## src/rtl/handshake_channel_monitor_pkg.sv

```systemverilog
// Shared types and default parameters for the handshake channel monitor.
// The optional HSMON_ASSERT_EN build adds per-channel SVA checks in the top.
package hsmon_pkg;

  typedef enum logic [1:0] {
    ERR_NONE        = 2'd0,
    ERR_VALID_DROP  = 2'd1,
    ERR_DATA_CHANGE = 2'd2,
    ERR_STALL       = 2'd3
  } err_e;

  typedef enum logic {
    IDLE    = 1'b0,
    PENDING = 1'b1
  } state_e;

  localparam int unsigned HSMON_N_CH      = 4;
  localparam int unsigned HSMON_DATA_W    = 4;
  localparam int unsigned HSMON_STALL_MAX = 16;
  localparam int unsigned HSMON_CNT_W     = 8;

endpackage

```

## src/rtl/handshake_channel_monitor_if.sv

```systemverilog
// Bundle of N ready/valid channels; the monitor attaches through the passive mon modport.
interface handshake_channel_monitor_if
  import hsmon_pkg::*;
#(
  parameter int unsigned N_CH   = HSMON_N_CH,
  parameter int unsigned DATA_W = HSMON_DATA_W
);
  logic [N_CH-1:0]        valid;
  logic [N_CH-1:0]        ready;
  logic [N_CH*DATA_W-1:0] data;

  modport master (output valid, output data, input ready);
  modport slave  (input valid, input data, output ready);
  modport mon    (input valid, input ready, input data);
endinterface

```

## src/rtl/handshake_channel_monitor_hs_chan_checker.sv

```systemverilog
// One channel of the monitor: FSM, payload capture, stall counter,
// saturating transfer counter and first-error recording.
module hs_chan_checker
  import hsmon_pkg::*;
#(
  parameter int unsigned DATA_W    = HSMON_DATA_W,
  parameter int unsigned STALL_MAX = HSMON_STALL_MAX,
  parameter int unsigned CNT_W     = HSMON_CNT_W
) (
  input  logic              CLK,
  input  logic              RESETN,
  input  logic              clear,
  input  logic              valid,
  input  logic              ready,
  input  logic [DATA_W-1:0] data,
  output logic              pending,
  output logic              err_sticky,
  output err_e              err_code,
  output logic [CNT_W-1:0]  txn_count
);
  localparam int unsigned SW = $clog2(STALL_MAX + 1);

  state_e             state_q, state_d;
  logic [DATA_W-1:0]  cap_q, cap_d;
  logic [SW-1:0]      stall_q, stall_d;
  logic [CNT_W-1:0]   cnt_q, cnt_d;
  logic               sticky_q, sticky_d;
  err_e               code_q, code_d, code_new;
  logic               fire, pend, viol_drop, viol_chg, viol_stall, viol_any;

  always_comb begin
    fire       = valid && ready;
    pend       = (state_q == PENDING);
    viol_drop  = pend && !valid;
    viol_chg   = pend && valid && (data != cap_q);
    // Timeout fires only on the transition into STALL_MAX; saturation prevents re-flagging.
    viol_stall = pend && valid && !ready && (stall_q == SW'(STALL_MAX - 1));
    viol_any   = viol_drop || viol_chg || viol_stall;

    if (viol_drop)     code_new = ERR_VALID_DROP;
    else if (viol_chg) code_new = ERR_DATA_CHANGE;
    else               code_new = ERR_STALL;

    state_d = state_q;
    cap_d   = cap_q;
    stall_d = stall_q;
    case (state_q)
      IDLE: begin
        if (valid && !ready) begin
          state_d = PENDING;
          cap_d   = data;
          stall_d = SW'(1);
        end
      end
      PENDING: begin
        if (!valid || ready) begin
          state_d = IDLE;
          stall_d = '0;
        end else if (stall_q != SW'(STALL_MAX)) begin
          stall_d = stall_q + 1'b1;
        end
      end
      default: state_d = IDLE;
    endcase

    if (clear) begin
      cnt_d    = fire ? CNT_W'(1) : '0;
      sticky_d = viol_any;
      code_d   = viol_any ? code_new : ERR_NONE;
    end else begin
      cnt_d    = (fire && (cnt_q != '1)) ? cnt_q + 1'b1 : cnt_q;
      sticky_d = sticky_q || viol_any;
      code_d   = (!sticky_q && viol_any) ? code_new : code_q;
    end
  end

  always_ff @(posedge CLK) begin
    if (!RESETN) begin
      state_q  <= IDLE;
      cap_q    <= '0;
      stall_q  <= '0;
      cnt_q    <= '0;
      sticky_q <= 1'b0;
      code_q   <= ERR_NONE;
    end else begin
      state_q  <= state_d;
      cap_q    <= cap_d;
      stall_q  <= stall_d;
      cnt_q    <= cnt_d;
      sticky_q <= sticky_d;
      code_q   <= code_d;
    end
  end

  assign pending    = pend;
  assign err_sticky = sticky_q;
  assign err_code   = code_q;
  assign txn_count  = cnt_q;
endmodule

```

## src/rtl/handshake_channel_monitor.sv

```systemverilog
// Passive monitor over N ready/valid channels; one hs_chan_checker per channel.
// Define HSMON_ASSERT_EN to add SVA checks per error class per channel.
module handshake_channel_monitor
  import hsmon_pkg::*;
#(
  parameter int unsigned N_CH      = HSMON_N_CH,
  parameter int unsigned DATA_W    = HSMON_DATA_W,
  parameter int unsigned STALL_MAX = HSMON_STALL_MAX,
  parameter int unsigned CNT_W     = HSMON_CNT_W
) (
  input  logic                    CLK,
  input  logic                    RESETN,
  handshake_channel_monitor_if.mon hs,
  input  logic                    clear,
  output logic [N_CH-1:0]         err_sticky,
  output logic [N_CH*2-1:0]       err_code,
  output logic [N_CH*CNT_W-1:0]   txn_count,
  output logic                    busy
);
  logic [N_CH-1:0] pend;

  for (genvar i = 0; i < N_CH; i++) begin : g_ch
    hs_chan_checker #(
      .DATA_W    (DATA_W),
      .STALL_MAX (STALL_MAX),
      .CNT_W     (CNT_W)
    ) u_chk (
      .CLK        (CLK),
      .RESETN     (RESETN),
      .clear      (clear),
      .valid      (hs.valid[i]),
      .ready      (hs.ready[i]),
      .data       (hs.data[i*DATA_W +: DATA_W]),
      .pending    (pend[i]),
      .err_sticky (err_sticky[i]),
      .err_code   (err_code[2*i +: 2]),
      .txn_count  (txn_count[i*CNT_W +: CNT_W])
    );

`ifdef HSMON_ASSERT_EN
    a_valid_drop: assert property (@(posedge CLK) disable iff (!RESETN) !u_chk.viol_drop)
      else $error("hsmon: channel %0d VALID_DROP", i);
    a_data_change: assert property (@(posedge CLK) disable iff (!RESETN) !u_chk.viol_chg)
      else $error("hsmon: channel %0d DATA_CHANGE", i);
    a_stall: assert property (@(posedge CLK) disable iff (!RESETN) !u_chk.viol_stall)
      else $error("hsmon: channel %0d STALL_TIMEOUT", i);
`endif
  end

  assign busy = |pend;
endmodule

```

## src/flat_wrapper.sv

```systemverilog
// flat-port wrapper written by rule: the top's interface ports become plain ports
module handshake_channel_monitor_flat import hsmon_pkg::*;
#(
  parameter int unsigned N_CH      = HSMON_N_CH,
  parameter int unsigned DATA_W    = HSMON_DATA_W,
  parameter int unsigned STALL_MAX = HSMON_STALL_MAX,
  parameter int unsigned CNT_W     = HSMON_CNT_W
)
  (CLK, RESETN, clear, err_sticky, err_code, txn_count, busy, hs_valid, hs_ready, hs_data);
  handshake_channel_monitor_if #(.N_CH(N_CH), .DATA_W(DATA_W)) hs_i ();
  input  logic CLK;
  input  logic RESETN;
  input  logic clear;
  output logic [N_CH-1:0] err_sticky;
  output logic [N_CH*2-1:0] err_code;
  output logic [N_CH*CNT_W-1:0] txn_count;
  output logic busy;
  input wire logic [$bits(hs_i.valid)-1:0] hs_valid;
  input wire logic [$bits(hs_i.ready)-1:0] hs_ready;
  input wire logic [$bits(hs_i.data)-1:0] hs_data;
  assign hs_i.valid = hs_valid;
  assign hs_i.ready = hs_ready;
  assign hs_i.data = hs_data;
  handshake_channel_monitor #(.N_CH(N_CH), .DATA_W(DATA_W), .STALL_MAX(STALL_MAX), .CNT_W(CNT_W)) u_core (.CLK(CLK), .RESETN(RESETN), .hs(hs_i), .clear(clear), .err_sticky(err_sticky), .err_code(err_code), .txn_count(txn_count), .busy(busy));
endmodule
```

## config.mk

```make
export PLATFORM = sky130hd
export DESIGN_NAME = handshake_channel_monitor_flat
export DESIGN_NICKNAME = d
export VERILOG_FILES = /design/src/rtl/handshake_channel_monitor_pkg.sv /design/src/rtl/handshake_channel_monitor_if.sv /design/src/rtl/handshake_channel_monitor_hs_chan_checker.sv /design/src/rtl/handshake_channel_monitor.sv /design/src/flat_wrapper.sv
export SDC_FILE = /design/constraint.sdc
export NUM_CORES = 1
export LEC_CHECK = 0
export ABC_AREA = 1
export ABC_CLOCK_PERIOD_IN_PS = 3000
export BUFFER_PORTS_ARGS = -buffer_cell sky130_fd_sc_hd__buf_2
export CAP_MARGIN = 20
export CORE_MARGIN = 2
export CORE_UTILIZATION = 57
export DETAILED_ROUTE_END_ITERATION = 6
export PLACE_DENSITY_LB_ADDON = 0.1
export REMOVE_ABC_BUFFERS = 1
export SYNTH_ARGS = -nofsm -noshare
export SYNTH_HDL_FRONTEND = slang
export SYNTH_HIERARCHICAL = 1
export SYNTH_SLANG_ARGS = --single-unit
```

## constraint.sdc

```tcl
create_clock -name CLK -period 3 [get_ports CLK]
set_input_delay 0.3 -clock CLK [delete_from_list [all_inputs] [get_ports CLK]]
set_output_delay 0.3 -clock CLK [all_outputs]
set_load 0.005 [all_outputs]
```

==> results.sh <==
export IMPL_core_um2=7730
export IMPL_design_area_um2=5190
export IMPL_ios=72
export IMPL_finalCritPeriodShare_pct=54.3
export IMPL_hp_class="input pin to register"
export IMPL_port_buffers=71
export IMPL_postRouteAntennaNets=0
export IMPL_avgViaCountPerCell=5.11
export IMPL_crit_buf_inv=0
export IMPL_powerDensity_nw_per_um2=427
export IMPL_worstSetupEndpointType="register"
export IMPL_r2r_cells=7
export IMPL_leakagePower_uw=0.00241
export IMPL_path_depth=7
export IMPL_crit_required_ns=3.28
export IMPL_drive_gt1_share_pct=16.4
export IMPL_setup_worst_path_start_class="register"
export IMPL_outcome="finished clean"
export IMPL_syn_area_um2=4550
export IMPL_cts_hold_buf=0
export IMPL_seq_area_frac_synth_pct=36.9
export IMPL_antenna_found_initial=0
export IMPL_drtIter0Drc=139
export IMPL_max_freq_ghz=0.614
export IMPL_cpMaxStageDelayCell="dfxtp_1"
export IMPL_clkSinkCount=84
export IMPL_tightestPinTransition_ns=0.468
export IMPL_cpMostUsedCell="nand2_1"
export IMPL_syn_inst=674
export IMPL_seqCellArea_um2=1680
export IMPL_fp_dieH_um=93.4
export IMPL_wirelength_mm=9.75
export IMPL_synth_avg_cell_area_um2=6.76
export IMPL_syn_to_final_growth_pct=14.0
export IMPL_cts_resized=0
export IMPL_hold_depth=3
export IMPL_wire_per_inst_um=11.4
export IMPL_fillCellCount=687
export IMPL_first_pass_iters=5
export IMPL_via_count=4373
export IMPL_clockBufferDepth=2
export IMPL_period_needed_ns=1.63
export IMPL_initial_core_util_pct=58.9
export IMPL_slowest_delay_ns=0.41
export IMPL_synth_seq_cells=84
export IMPL_yosys_warnings=6
export IMPL_worstPathArrival_ns=1.90
export IMPL_cts_setup_buffers=0
export IMPL_nNetsFinal=792
export IMPL_hold_violations=0
export IMPL_cts_tree="done"
export IMPL_rows=32
export IMPL_drc_errors=0
export IMPL_diodes=0
export IMPL_drv_slew=0
export IMPL_cts_buffers=9
export IMPL_path_delay_family="simple AND/OR/NAND/NOR gates"
export IMPL_slew_headroom_pct=68.8
export IMPL_setup_tns_final_ns=0
export IMPL_peakVddDrop_uv=262
export IMPL_grt_max_degree=27
export IMPL_gp_congestion=0.862
export IMPL_final_common_cell="nand2_1"
export IMPL_track_usage_pct=23.6
export IMPL_die_area_um2=8720
export IMPL_grt_ovfl_total=0
export IMPL_worstPathCellList="ha_1, nand2_1, nor3_2, nand2_1, nand3_1, o21ai_0, a31oi_1"
export IMPL_synth_cell_types=28
export IMPL_cts_clk_slew_worst_paths_ns=0.09
export IMPL_root_buffer="clkbuf_8"
export IMPL_htree_levels=3
export IMPL_hpwl_mm=7.40
export IMPL_final_cell_mix="nand2_1 (162), inv_1 (113), dfxtp_1 (84), buf_2 (71), nor2_1 (66)"
export IMPL_dpl_cell_area_um2=5000
export IMPL_finalSetupViolCount=0
export IMPL_drv_cap=0
export IMPL_finClkSkew_ns=0.0100
export IMPL_grt_pass1_vias=4065
export IMPL_worstSkewPairLatency_ns=0.36
export IMPL_die_w_um=93.4
export IMPL_grt_pass1_wl_mm=16.7
export IMPL_rsz0062_at_grt="no"
export IMPL_r2r_slack_ns=1.37
export IMPL_worstSetupPathType="register to register"
export IMPL_crit_fanout=4
export IMPL_multiInputGateArea_um2=2380
-- cell type report --
type                    instances  area share (%)
clock buffers                  11            2.92
clock inverters                 5           0.699
inverters                     119            8.60
multi-input cells             463            45.9
flip-flops and latches         84            32.4
well taps                     102            2.46
repair buffers                 72            6.99
-- per-stage QoR --
| step | worst slack (ns) | utilization (%) | cells | total power, uW | hold slack [ns] |
|---|---|---|---|---|---|
| 6_report | 1.37 | 67.2 | 856 | 2220 | 0.235 |
| 5_1_grt | 1.14 | 67.2 | 856 | 2330 | 0.250 |
| 4_1_cts | 1.36 | 67.2 | 856 | 2240 | 0.224 |
| 3_5_place_dp | 1.33 | 64.8 | 840 | 1480 | 0.457 |
| 3_3_place_gp | 1.45 | 64.8 | 840 | 1470 | 0.449 |
| 2_1_floorplan | 1.60 | - | 666 | 1380 | 0.398 |
-- synth_stat cells, drive strengths merged --
| cell | instances | share of area (%) |
|---|---|---|
| a21oi | 54 | 6.2 |
| nand2 | 169 | 14 |
| o211ai | 4 | 0.66 |
| a21o | 1 | 0.16 |
| a31oi | 1 | 0.14 |
| nor3 | 24 | 3.1 |
| nor3b | 8 | 1.3 |
| nor2 | 74 | 7.4 |
| or2 | 4 | 0.55 |
| nand4 | 6 | 2.3 |
| o21ai | 50 | 5.8 |
| dfxtp | 84 | 37 |
| inv | 119 | 9.8 |
| buf | 2 | 0.22 |
| clkbuf | 6 | 0.66 |
| ha | 16 | 4.4 |
| nand3 | 48 | 5.3 |
| a211oi | 4 | 0.77 |
-- power breakdown --
part	leakage, uW	switching, uW	internal, uW
clock network	0.0000876	415	346
registers	0.000685	34.4	1150
logic	0.00163	170	95.5
-- worst min-delay path, stage by stage --
cell     delay (ns)
buf_2          0.10
o21ai_1        0.06
a21oi_1        0.10
-- registers in the layout, indices dropped and copies added, names as in the netlist --
register and flops:
u_core/g_ch.u_chk/stall_q 20, u_core/g_ch.u_chk/pending 4, u_core/g_ch.u_chk/cap_q 16, u_core/g_ch.u_chk/txn_count 32
u_core/g_ch.u_chk/err_sticky 4, u_core/g_ch.u_chk/err_code 8
-- kinds of logic after synthesis --
| group | count (synthesis) | synth area share, % |
|---|---|---|
| AND/OR/NAND/NOR | 333 | 34.2 |
| buffers and inverters | 127 | 10.7 |
| adder cells (fa/ha/maj) | 16 | 4.40 |
| AO/OA/AOI/OAI | 114 | 13.7 |
| flip-flops | 84 | 36.9 |
-- routing by layer --
metal	GRT usage (%)	part of all wire, %	wire (um)	vias up
met4	8.95	1.4	136	0
met3	3.22	3.3	324	10
met1	28.6	47	4560	1990
met5	0	0	0	-
met2	42.3	49	4730	80
li1	-	-	-	2293
-- worst paths after layout --
check	startpoint	end
max	u_core/g_ch[2].u_chk/txn_count[0]	u_core/g_ch[2].u_chk/txn_count[0]
min	hs_data[9]	u_core/g_ch[2].u_chk/cap_q[1]
max reg2reg	u_core/g_ch[2].u_chk/txn_count[0]	u_core/g_ch[2].u_chk/txn_count[0]
min reg2reg	u_core/g_ch[0].u_chk/cap_q[1]	u_core/g_ch[0].u_chk/cap_q[1]
(Power assumes the default switching activity.)
